--- src/rtl/instr_feeder.sv ---
`default_nettype none
// =============================================================================
// Module   : instr_feeder
// Brief    : Program RAM plus sequencer that issues one instruction per run
//            strobe to simple_processor and waits for done before the next.
//            Optional macro FEEDER_LOOP_EN restarts the program at address 0
//            on normal completion instead of returning to IDLE.
// Revision : 1.0 - initial release
// =============================================================================
module instr_feeder #(
   parameter int                ADDR_W    = 5,
   parameter int                DATA_W    = 16,
   parameter logic [DATA_W-1:0] HALT_WORD = 16'hFFFF,
   parameter int                TIMEOUT   = 255
) (
   input  logic              clk_50MHz,
   input  logic              reset_n,
   input  logic              prog_we,
   input  logic [ADDR_W-1:0] prog_addr,
   input  logic [DATA_W-1:0] prog_data,
   input  logic [ADDR_W:0]   prog_len,
   input  logic              start,
   input  logic              abort,
   input  logic              done,
   output logic [DATA_W-1:0] DIN,
   output logic              run,
   output logic [ADDR_W-1:0] pc,
   output logic              busy,
   output logic              finished,
   output logic              error
);

   localparam int c_DEPTH = 2**ADDR_W;
   localparam int c_CNT_W = $clog2(TIMEOUT+1);

   localparam logic [ADDR_W-1:0]  c_PC_ONE   = ADDR_W'(1);
   localparam logic [ADDR_W-1:0]  c_PC_MAX   = ADDR_W'(c_DEPTH-1);
   localparam logic [ADDR_W:0]    c_LEN_ONE  = (ADDR_W+1)'(1);
   localparam logic [c_CNT_W-1:0] c_CNT_ONE  = c_CNT_W'(1);
   localparam logic [c_CNT_W-1:0] c_CNT_LAST = c_CNT_W'(TIMEOUT-1);

   typedef enum logic [1:0] {
      S_IDLE  = 2'd0,
      S_FETCH = 2'd1,
      S_ISSUE = 2'd2,
      S_WAIT  = 2'd3
   } state_t;

   state_t              r_state,    w_state_nxt;
   logic [ADDR_W-1:0]   r_pc,       w_pc_nxt;
   logic [ADDR_W:0]     r_len,      w_len_nxt;
   logic [c_CNT_W-1:0]  r_cnt,      w_cnt_nxt;
   logic [DATA_W-1:0]   r_din,      w_din_nxt;
   logic                r_run,      w_run_nxt;
   logic                r_finished, w_fin_nxt;
   logic                r_error,    w_err_nxt;
   logic [DATA_W-1:0]   r_word;
   logic [DATA_W-1:0]   r_mem [c_DEPTH];
   logic                w_last;

   // Program RAM: writes only while idle; registered read launched in FETCH.
   always_ff @(posedge clk_50MHz) begin
      if (prog_we && (r_state == S_IDLE)) begin
         r_mem[prog_addr] <= prog_data;
      end
      if (r_state == S_FETCH) begin
         r_word <= r_mem[r_pc];
      end
   end

   assign w_last = (({1'b0, r_pc} + c_LEN_ONE) == r_len) || (r_pc == c_PC_MAX);

   always_comb begin
      w_state_nxt = r_state;
      w_pc_nxt    = r_pc;
      w_len_nxt   = r_len;
      w_cnt_nxt   = r_cnt;
      w_din_nxt   = r_din;
      w_run_nxt   = 1'b0;
      w_fin_nxt   = r_finished;
      w_err_nxt   = r_error;

      case (r_state)
         S_IDLE: begin
            if (start) begin
               w_len_nxt = prog_len;
               w_pc_nxt  = '0;
               w_err_nxt = 1'b0;
               if (prog_len == '0) begin
                  w_fin_nxt = 1'b1;
               end else begin
                  w_fin_nxt   = 1'b0;
                  w_state_nxt = S_FETCH;
               end
            end
         end
         S_FETCH: begin
`ifdef FEEDER_LOOP_EN
            w_fin_nxt = 1'b0;
`endif
            w_state_nxt = S_ISSUE;
         end
         S_ISSUE: begin
            if (r_word == HALT_WORD) begin
               w_fin_nxt   = 1'b1;
               w_state_nxt = S_IDLE;
            end else begin
               w_din_nxt   = r_word;
               w_run_nxt   = 1'b1;
               w_cnt_nxt   = '0;
               w_state_nxt = S_WAIT;
            end
         end
         S_WAIT: begin
            if (done) begin
               if (w_last) begin
                  w_fin_nxt = 1'b1;
`ifdef FEEDER_LOOP_EN
                  w_pc_nxt    = '0;
                  w_state_nxt = S_FETCH;
`else
                  w_state_nxt = S_IDLE;
`endif
               end else begin
                  w_pc_nxt    = r_pc + c_PC_ONE;
                  w_state_nxt = S_FETCH;
               end
            end else if (r_cnt == c_CNT_LAST) begin
               w_err_nxt   = 1'b1;
               w_state_nxt = S_IDLE;
            end else begin
               w_cnt_nxt = r_cnt + c_CNT_ONE;
            end
         end
         default: w_state_nxt = S_IDLE;
      endcase

      // Abort overrides everything above, including a coincident done.
      if (abort && (r_state != S_IDLE)) begin
         w_state_nxt = S_IDLE;
         w_pc_nxt    = r_pc;
         w_cnt_nxt   = r_cnt;
         w_din_nxt   = r_din;
         w_run_nxt   = 1'b0;
         w_fin_nxt   = r_finished;
         w_err_nxt   = r_error;
      end
   end

   always_ff @(posedge clk_50MHz) begin
      if (!reset_n) begin
         r_state    <= S_IDLE;
         r_pc       <= '0;
         r_len      <= '0;
         r_cnt      <= '0;
         r_din      <= '0;
         r_run      <= 1'b0;
         r_finished <= 1'b0;
         r_error    <= 1'b0;
      end else begin
         r_state    <= w_state_nxt;
         r_pc       <= w_pc_nxt;
         r_len      <= w_len_nxt;
         r_cnt      <= w_cnt_nxt;
         r_din      <= w_din_nxt;
         r_run      <= w_run_nxt;
         r_finished <= w_fin_nxt;
         r_error    <= w_err_nxt;
      end
   end

   assign DIN      = r_din;
   assign run      = r_run;
   assign pc       = r_pc;
   assign busy     = (r_state != S_IDLE);
   assign finished = r_finished;
   assign error    = r_error;

endmodule
`default_nettype wire

--- config.mk ---
export PLATFORM = sky130hd
export DESIGN_NAME = instr_feeder
export DESIGN_NICKNAME = d
export VERILOG_FILES = /design/src/rtl/instr_feeder.sv
export SDC_FILE = /design/constraint.sdc
export NUM_CORES = 1
export LEC_CHECK = 0
export ABC_CLOCK_PERIOD_IN_PS = 5700
export CAP_MARGIN = 20
export CORE_UTILIZATION = 51
export CTS_CLUSTER_DIAMETER = 200
export DETAILED_ROUTE_END_ITERATION = 8
export GPL_ROUTABILITY_DRIVEN = 0
export PLACE_DENSITY = 0.68
export SLEW_MARGIN = 20
export SYNTH_ARGS = -nofsm -noshare
export SYNTH_HDL_FRONTEND = slang
export SYNTH_SLANG_ARGS = --single-unit
--- constraint.sdc ---
create_clock -name clk_50MHz -period 5.7 [get_ports clk_50MHz]
set_input_delay 1.14 -clock clk_50MHz [delete_from_list [all_inputs] [get_ports clk_50MHz]]
set_output_delay 1.14 -clock clk_50MHz [all_outputs]
set_load 0.1 [all_outputs]
**Yosys cells after proc, flatten, opt, wreduce, memory -nomap -nowiden**

Memories as Yosys holds them, arrays and structs flattened. A register that Yosys moved wholly into a read port is not among the register bits.
Index checks and enable logic that the tools add are counted.
Widths: inputs -> output; s select.

- Flip-flop bits (word level): 40
- RAM bits: 512
- Input bits: 33
- Word-level logic and storage cells: 80
- Memories: 1

Memories:

| name | words | width | read ports | clocked after memory_dff | wr ports | line | RTL |
|---|---|---|---|---|---|---|---|
| r_mem | 32 | 16 | 1 | 1 | 1 | 58 | `logic [DATA_W-1:0] r_mem [c_DEPTH];` |

- $add $sub $neg: 3
- Eq/ne operators: 18
- Multiplexer cells: 28
- Bitwise logic cells: 4
- Reduce and logical (&&, ||, !) cells: 18

Operator list:

| cell | count |
|---|---|
| $mux 8 | 3 |
| $ne 2x2->1 const B | 10 |
| $eq 16x16->1 const B | 1 |
| $pmux 8 s2 | 1 |
| $mux 5 | 3 |
| $reduce_and 5->1 | 3 |
| $mux 1 | 12 |
| $mux 2 | 5 |
| $pmux 5 s2 | 1 |
| $add 8x1->8 const B | 1 |
| $eq 8x8->1 const B | 1 |
| $pmux 2 s4 | 1 |
| $add 5x1->6 const B | 1 |
| $eq 6x6->1 | 1 |
| $logic_not 6->1 | 1 |
| $reduce_and 3->1 | 2 |
| $reduce_and 6->1 | 1 |
| $reduce_bool 2->1 | 3 |
| $add 5x1->5 const B | 1 |
| $eq 5x5->1 const B | 1 |
| $eq 2x2->1 const B | 2 |
| $not 1->1 | 4 |
| $ne 3x3->1 const B | 1 |
| $pmux 1 s3 | 1 |
| other kinds (9) | 10 |

**Longest topological paths before layout**

- Word-level depth: 6
- Mapped depth: 10
- Depth with buffers taken out: 8

**Worst setup path after synthesis**

No wires, ideal clock.

- Path kind: register to register
- Start point: register r_pc[3] (netlist: pc[3])
- End point: register r_pc[2] (netlist: pc[2])
- Arrival time: 3081 ps
- Data required time: 5586 ps
- Slack: 2505 ps
- Stages on the path, launching flop included: 11
- Path buffers: 3
- Cell sequence: dfxtp_1 clkbuf_1 clkbuf_1 clkbuf_1 and3_1 ha_1 xor2_1 nor4_4 a41oi_2 o2111ai_1 a21bo_1

- Cells in the longest elaborated chain, start to end: 5
- Elaborated cells on any way between the ends: 6
- Those cells by class: add/sub (1); eq/ne (3); reduce/logical (2)

Ends and longest elaborated chain:

| item | line | RTL |
|---|---|---|
| start: declaration | 50 | `logic [ADDR_W-1:0] r_pc, w_pc_nxt;` |
| start signal: assignment | 162 | `r_pc <= w_pc_nxt;` |
| $add 5x1->6 | 71 | `assign w_last = (({1'b0, r_pc} + c_LEN_ONE) == r_len) \|\| (r_pc == c_PC_MAX);` |
| $eq 6x6->1 | 71 |  |
| $logic_or 1x1->1 * | 71 |  |
| $ne 2x2->1 (no line) * | n/a |  |
| $reduce_and 5->1 (no line) * | n/a |  |

Every way passes the cells marked *; elsewhere a longest branch is shown, timed or not.
A chain may end at the register's enable or synchronous reset.

**Final worst setup path**

- Start point: register r_state[0]
- End point: output port busy

- Cells in the longest elaborated chain, start to end: 1

Ends and longest elaborated chain:

| item | line | RTL |
|---|---|---|
| start: declaration | 49 | `state_t r_state, w_state_nxt;` |
| start signal: assignment | 161 | `r_state <= w_state_nxt;` |
| $reduce_bool 2->1 | 175 | `assign busy = (r_state != S_IDLE);` |
| end: declaration | 28 | `output logic busy,` |

Every way passes these cells.

==> metrics.md <==
| Metric | Value |
|---|---|
| Run status | `finished clean` |
| Internal | `7.10 mW` |
| Crit path launch type | `flop` |
| RSZ-0062 raised after global routing | `no` |
| Critical register-to-register path startpoint | `pc[0]` |
| Routed WL | `49.9 mm` |
| Reg power frac | `51.5%` |
| Crit path max-delay family | `buffers and inverters` |
| YS warnings | `0` |
| Antenna viol nets, final | `0` |
| Hold EP | `DIN[13]` |
| Synth Area in XOR/XNOR | `0.340%` |
| Post-CTS setup buffers | `0` |
| Root buffer cell | `clkbuf_16` |
| CTS sink cnt | `568` |
| Rows | `76` |
| Largest family of logic cells by synthesized area | `multiplexers` |
| WL/cell | `25.3 microns` |
| CTS tree | `done` |
| H-tree depth | `2` |
| TritonCTS buffer count | `56` |
| CP most frequent cell | `inv_1` |
| Initial DRC count | `1132` |
| Commonest cells in the netlist | `edfxtp_1 (528), nand2_1 (90), mux4_2 (80), mux2i_1 (76), nor2_1 (53)` |
| Initial antenna violation count | `0` |
| Grt ovf | `0` |
| DIE AREA | `44900 sq um` |
| Hold path depth | `2` |
| Max transition margin | `28.4%` |
| Layout cells sized above 1 | `18.3%` |
| Post-synthesis compound-gate area fraction | `6.25%` |
| Area Growth Syn to Fin | `13.9%` |
| Die H | `212 microns` |
| Static Leak | `7.83 nW` |
| Vias per Instance | `6.02` |
| Synth Cell Area | `22500 sq um` |
| Area leader, netlist | `edfxtp_1` |
| Cell Chain, Critical Path | `inv_1, ha_1, inv_1, clkdlybuf4s50_1` |
| Adder-Cell Fraction of Synth Area | `0.501%` |
| Clk_lat worst skew | `0.61 ns` |
| Crit path DAT | `2.80 ns` |
| Gr busiest metal | `met2` |
| Gr usage total | `22.9%` |
| Hold Crit Class | `flop to flop` |
| Min-Delay Startpoint | `DIN[13]` |
| First-pass GRT wire length | `74.4 mm` |
| Worst EP required | `4.56 ns` |
| Resized cells post-CTS | `0` |
| Clk_skew | `0.0139 ns` |
| Port Buffers | `57` |
| CP max FO | `14` |
| Post-synth EDFFs | `528` |
| Max_cap viols | `0` |
| Vias in the first global route | `11800` |
| Clock transition at the registers of the reported paths | `0.06 ns` |
| Util after Layout | `59.1%` |
| Max clock buf depth | `3` |
| Sw Pwr | `2.14 mW` |
| CP Capture Type | `primary output` |
| Area contributors post-synth | `edfxtp_1 (71%), mux4_2 (8.0%), dfxtp_1 (3.6%)` |
| Post-DP HPWL | `29.5 mm` |
| Buf/Inv on CP | `3` |
| Beginning of the critical path | `r_state[0]` |
| Synth Flop Type | `edfxtp_1` |
| Synth Net Count | `1295` |
| Avg Inst Size Synth | `17.9 sq um` |
| Comb pwr share | `8.0%` |
| Crit Path Class | `flop to primary output` |
| Nets | `1384` |
| Sequential share of the synthesized area | `74.1%` |
| Min cycle time layout | `3.94 ns` |
| Reg-to-reg endpoint | `r_word[9]` |
| DRC Markers | `0` |
| Cell with the most instances after synthesis | `edfxtp_1` |
| CP max stage cell | `clkdlybuf4s50_1` |
| Period utilization | `69.1%` |
| Largest stage delay, worst path | `1.14 ns` |
| Vias | `11900` |
| Global Route met3 Usage | `3.34%` |
| Place WS | `2.10 ns` |
| N_diodes | `0` |
| Yosys cell types | `58` |
| Worst setup margin | `1.76 ns` |
| Pwr dens | `361 nW/um^2` |
| Final setup viols | `0` |
| Fraction of registers with async set or reset after synthesis | `0%` |
| Core area | `43300 sq um` |
| Synth Instances | `1253` |
| Fill count | `3242` |
| Worst Tran Pin Value | `1.07 ns` |
| Pins Over Slew Limit | `0` |
| Clock power frac | `40.5%` |
| Die width | `212 microns` |
| Register bit total from synthesis | `568` |
| Switching share of total power | `23.2%` |
| Flop-to-flop setup slack | `2.44 ns` |
| Fin. Hold Viols | `0` |
| Global-route met1 utilization | `32.0%` |
| Top cell type's share of synthesized area | `70.6%` |
| M2 GR Usage | `37.4%` |
| Initial Util | `51.9%` |
| Hold buffers post-CTS | `0` |
| Ports | `58` |
| First drt pass iteration count | `5` |
| Proportion of synthesized area in mux cells | `12.4%` |
| Simple-Gate Fraction of Synth Area | `4.76%` |
| Worst R2R Path Depth | `6` |
| Post-route setup TNS | `0 ns` |
| Pin count of the biggest net entering global routing | `75` |
| Upper clock frequency limit | `254 MHz` |
| Peak VDD IR | `0.000294 V` |
## layout make-up
class | count | area [sq um] | area share (%)
repair buffers | 100 | 831 | 3.25
multi-input cells | 609 | 5450 | 21.3
clock inverters | 39 | 395 | 1.55
clock buffers | 67 | 1490 | 5.80
flip-flops and latches | 568 | 16700 | 65.1
well taps | 585 | 732 | 2.86
inverters | 7 | 26.3 | 0.103
## per-layer routing
metal / up-vias / wire length [microns]
li1: 5265 / -
met1: 6099 / 21200
met2: 460 / 24400
met3: 67 / 3200
met4: 0 / 1100
met5: - / 0
## state kept, by name, summed over array words and instances (netlist names)
register,cells
r_word,16
finished,1
pc,5
error,1
run,1
r_cnt,8
r_state,2
r_mem,512
r_len,6
DIN,16
## through the flow
step                cells  hold slack, ns  area [sq um]  power, mW
floorplan            1253           0.451         22500       5.33
global placement     1869           0.442         23800       5.57
detailed placement   1869           0.446         23800       5.59
CTS                  1975           0.454         25600       9.32
global route         1975           0.472         25600       9.51
finish               1975           0.449         25600       9.24
## tightest hold or removal path, delay by kind of cell, from the launching register on
kind,cells,cell delay [ns]
compound gates,1,0.05
flops,1,0.31
simple gates,1,0.05
## cell families after synthesis
kind of cell | count (synthesis)
simple gates | 228
mux | 176
compound gates | 189
flops | 568
fa+ha+maj | 9
xor+xnor | 7
buf+inv | 76
## power by group through the flow
stage / sequential, mW / clock [mW] / combinational [mW]
floorplan: 4.97 / 0 / 0.363
global placement: 4.84 / 0 / 0.728
detailed placement: 4.85 / 0 / 0.740
CTS: 4.76 / 3.82 / 0.743
global route: 4.76 / 3.96 / 0.793
finish: 4.76 / 3.74 / 0.737
## worst max-delay path by stage
stage | endpoint | slack (ns) | cells after the start
floorplan | pc[2] | 2.50 | 10
global placement | r_mem[15][5] | 2.18 | 4
detailed placement | r_mem[15][10] | 2.10 | 4
CTS | busy | 1.76 | 4
global route | busy | 1.66 | 4
finish | busy | 1.76 | 4
## cells in the final DEF (no fill, tap or decap), drive strengths merged, types with 3 or more instances in the layout
cell type      instances
o22ai                 22
nand3b                 3
clkdlybuf4s50         42
and3                  12
nor2b                  7
o211ai                 3
clkinv                29
nor4                   4
inv                    7
nand2                 90
o21ai                 24
nand4                  8
ha                     9
mux2                  20
a21boi                22
o221ai                38
and2                   3
xnor2                  4
clkbuf                67
a21oi                 18
nand2b                 5
buf                   58
a31o                  10
o31ai                  4
nand3                 26
or4                    5
or3                    6
a21o                   6
dfxtp                 40
nor2                  53
bufinv                 8
edfxtp               528
o22a                  10
a211oi                18
mux2i                 76
mux4                  80
Power figures use the tool's default switching activity.
==> edit: new RTL, same settings <==
The 4 states of `state_t` get a Gray code encoding in 2 bits.
--- a/src/rtl/instr_feeder.sv
+++ b/src/rtl/instr_feeder.sv
@@ -42,6 +42,6 @@
    typedef enum logic [1:0] {
-      S_IDLE  = 2'd0,
-      S_FETCH = 2'd1,
-      S_ISSUE = 2'd2,
-      S_WAIT  = 2'd3
+      S_IDLE  = 2'b00,
+      S_FETCH = 2'b01,
+      S_ISSUE = 2'b11,
+      S_WAIT  = 2'b10
    } state_t;
Behaviour: same outputs for any inputs over 4 cycles, from zero or initial values and one cycle with reset_n low; so few cycles prove little.
==> edit against the unedited design <==
  * Fmax is 0.62% higher
  * Global-route usage about the same
  * Routed wire length shrank 0.57%
  * Count of clock-buffer cells in the layout grew 6
  * Cell area is 0.98% lower
  * Via count fell by 1.9%
  * Worst setup slack better by 0.024 ns
  * Worst hold slack better by 0.038 ns
  * Area after synthesis is essentially flat
  * Sequential cell count is the same
Power is not compared: it rests on default switching activity, and its combinational part moved more than twofold at a synthesized area within 25%.
==> edit: results (changes against the unedited design) <==
Power and ir drop
  – Maximum vdd drop: roughly 0.31 mV
  – Leakage: roughly 7.7 nW

Global route
  – Gr usage total: 22.9% (about the same)
  – Antenna violations before repair: 1 (+1)
  – Largest net degree at the start of global routing: 68 (-9.3%)
  – Vias in the first global route: 11,500 (-2.8%)
  – Global-route wire length before repair: 74,000 um (-0.62%)

Yosys
  – Synth area leaders: edfxtp_1 71%, mux4_2 8.0%, mux2i_1 5.0%
  – Syn Inst Count: 1,249 (-0.32%)
  – Synth cell types: 50 (-14%)
  – Post-synth EDFFs: 528 (unchanged)
  – Mapped Nets: 1,286 (-0.69%)
  – Top cells by count, synth: 528 x edfxtp_1, 113 x mux2i_1, 80 x mux4_2, 77 x nand2_1, 61 x nor2_1
  – Seq/Total Area, Yosys: 74.1% (about the same)
  – Async set-reset flop share out of synthesis: 0% (unchanged)
  – Yosys warnings: 0 (unchanged)
  – Main synth FF type: edfxtp_1

Clocking
  – TritonCTS Buffers: 56 (unchanged)
  – Clock Tree Buf Depth: 3 (unchanged)
  – PostCTS Resize Cnt: 0 (unchanged)
  – H-tree Lvls: 2 (unchanged)
  – Clock Latency Late Sink: 0.61 ns (about the same)
  – Clock transition at path regs: 0.06 ns (about the same)

Hold path
  – Hold Path Depth: 2 (unchanged)
  – Min-Delay Path Class: reg2reg
  – Hold Crit Start: r_len[3]
  – Worst Hold Path EP: r_len[3]

Finish
  – # fillers: 3,203 (-1.2%)
  – Top reg by flops: r_mem
  – Final net count: 1,372 (-0.87%)
  – Layout cells sized above 1: 17.0% (-1.4 points)
  – Max FFs per register: 512 (unchanged)

Critical path
  – Crit-path max FO: 63 (+49)
  – CP startpoint: pc[3]
  – RR Endpoint: r_word[10]
  – Worst EP arrival: 2.78 ns (-0.02 ns)
  – Worst stage delay on the critical path: 1.27 ns (+0.13 ns)
  – Critical R2R Launch: pc[0]

Status
  – Status: finished, final reports clean

Placed design
  – Port Buffers: 57 (unchanged)
  – Pre-CTS setup slack: 2.05 ns (-0.0488 ns)
  – Post-DP HPWL: 29,600 um (+0.42%)
  – Placed cells: 1,862 (-0.37%)
  – DP Area: 23,600 sq um (-0.47%)

Detailed routing
  – DR vias/cell: 5.94 (-1.3%)
  – DR vias: 11,700 (-1.9%)
  – M1 WL: 20,400 um (-3.4%)
  – WL/cell: 25.3 um (about the same)
  – Top Metal Used: met5
  – Pre-antenna DRT Iters: 5 (unchanged)
  – Met2 WL post-DR: 23,600 um (-3.4%)
  – Met3 WL: 4510 um (+41%)
  – DR iter-0 viols: 1,162 (+2.7%)
  – Post-route DRC violation count: 0 (unchanged)

STA
  – Tightest Pin Transition: 1.07 ns (-0.00346 ns)
  – Clock Skew: 0.0248 ns (+0.0110 ns)

Die
  – Starting Density: 52.0% (about the same)
[edit: worst max-delay path: cells and delay by family (launching register included)]
kind	cells	cell delay (ns)
flops	1	0.31
buf+inv	2	1.87
[edit: metrics by stage]
stage	utilization, %	hold WS (ns)
global placement	54.7	0.471
finish	58.6	0.488
global route	58.6	0.518
floorplan	-	0.449
CTS	58.7	0.492
detailed placement	54.7	0.483
[edit: cell type report]
class	instances	area share, %
multi-input combinational	605	21.1
inverter	7	0.104
timing repair buffer	97	3.23
clock inverter	28	0.859
tap	585	2.89
clock buffer	73	6.03
sequential	568	65.8
[edit: worst max path at each step]
stage	to	slack [ns]	depth (start not counted)
2_1_floorplan	pc[3]	2.33	11
3_3_place_gp	r_mem[28][13]	2.06	5
3_5_place_dp	r_mem[28][14]	2.05	5
4_1_cts	pc[3]	1.75	2
5_1_grt	pc[3]	1.70	2
6_report	pc[3]	1.78	2
[edit: report_power, final]
part / internal, mW / switching (mW)
logic: 0.0563 / 0.147
clock network: 2.01 / 1.51
registers: 4.59 / 0.0165
total: 6.66 / 1.67
[edit: kinds of logic (layout without fill, tap and decap cells)]
logic type / Yosys count / after routing / share of synthesized area [%]
buffers and inverters: 76 / 205 / 2.22
adders and majority gates: 4 / 4 / 0.223
DFF: 568 / 568 / 74.1
muxes: 194 / 194 / 13.1
and+or+nand+nor: 226 / 226 / 5.05
AOI/OAI and AO/OA: 171 / 171 / 4.93
xor gates and xnor gates: 10 / 10 / 0.390
[edit: routing by layer]
metal,vias to the layer above,track usage (%)
li1,5177,-
met1,5937,32.1
met2,471,36.1
met3,73,5.13
met4,2,6.57
met5,-,0
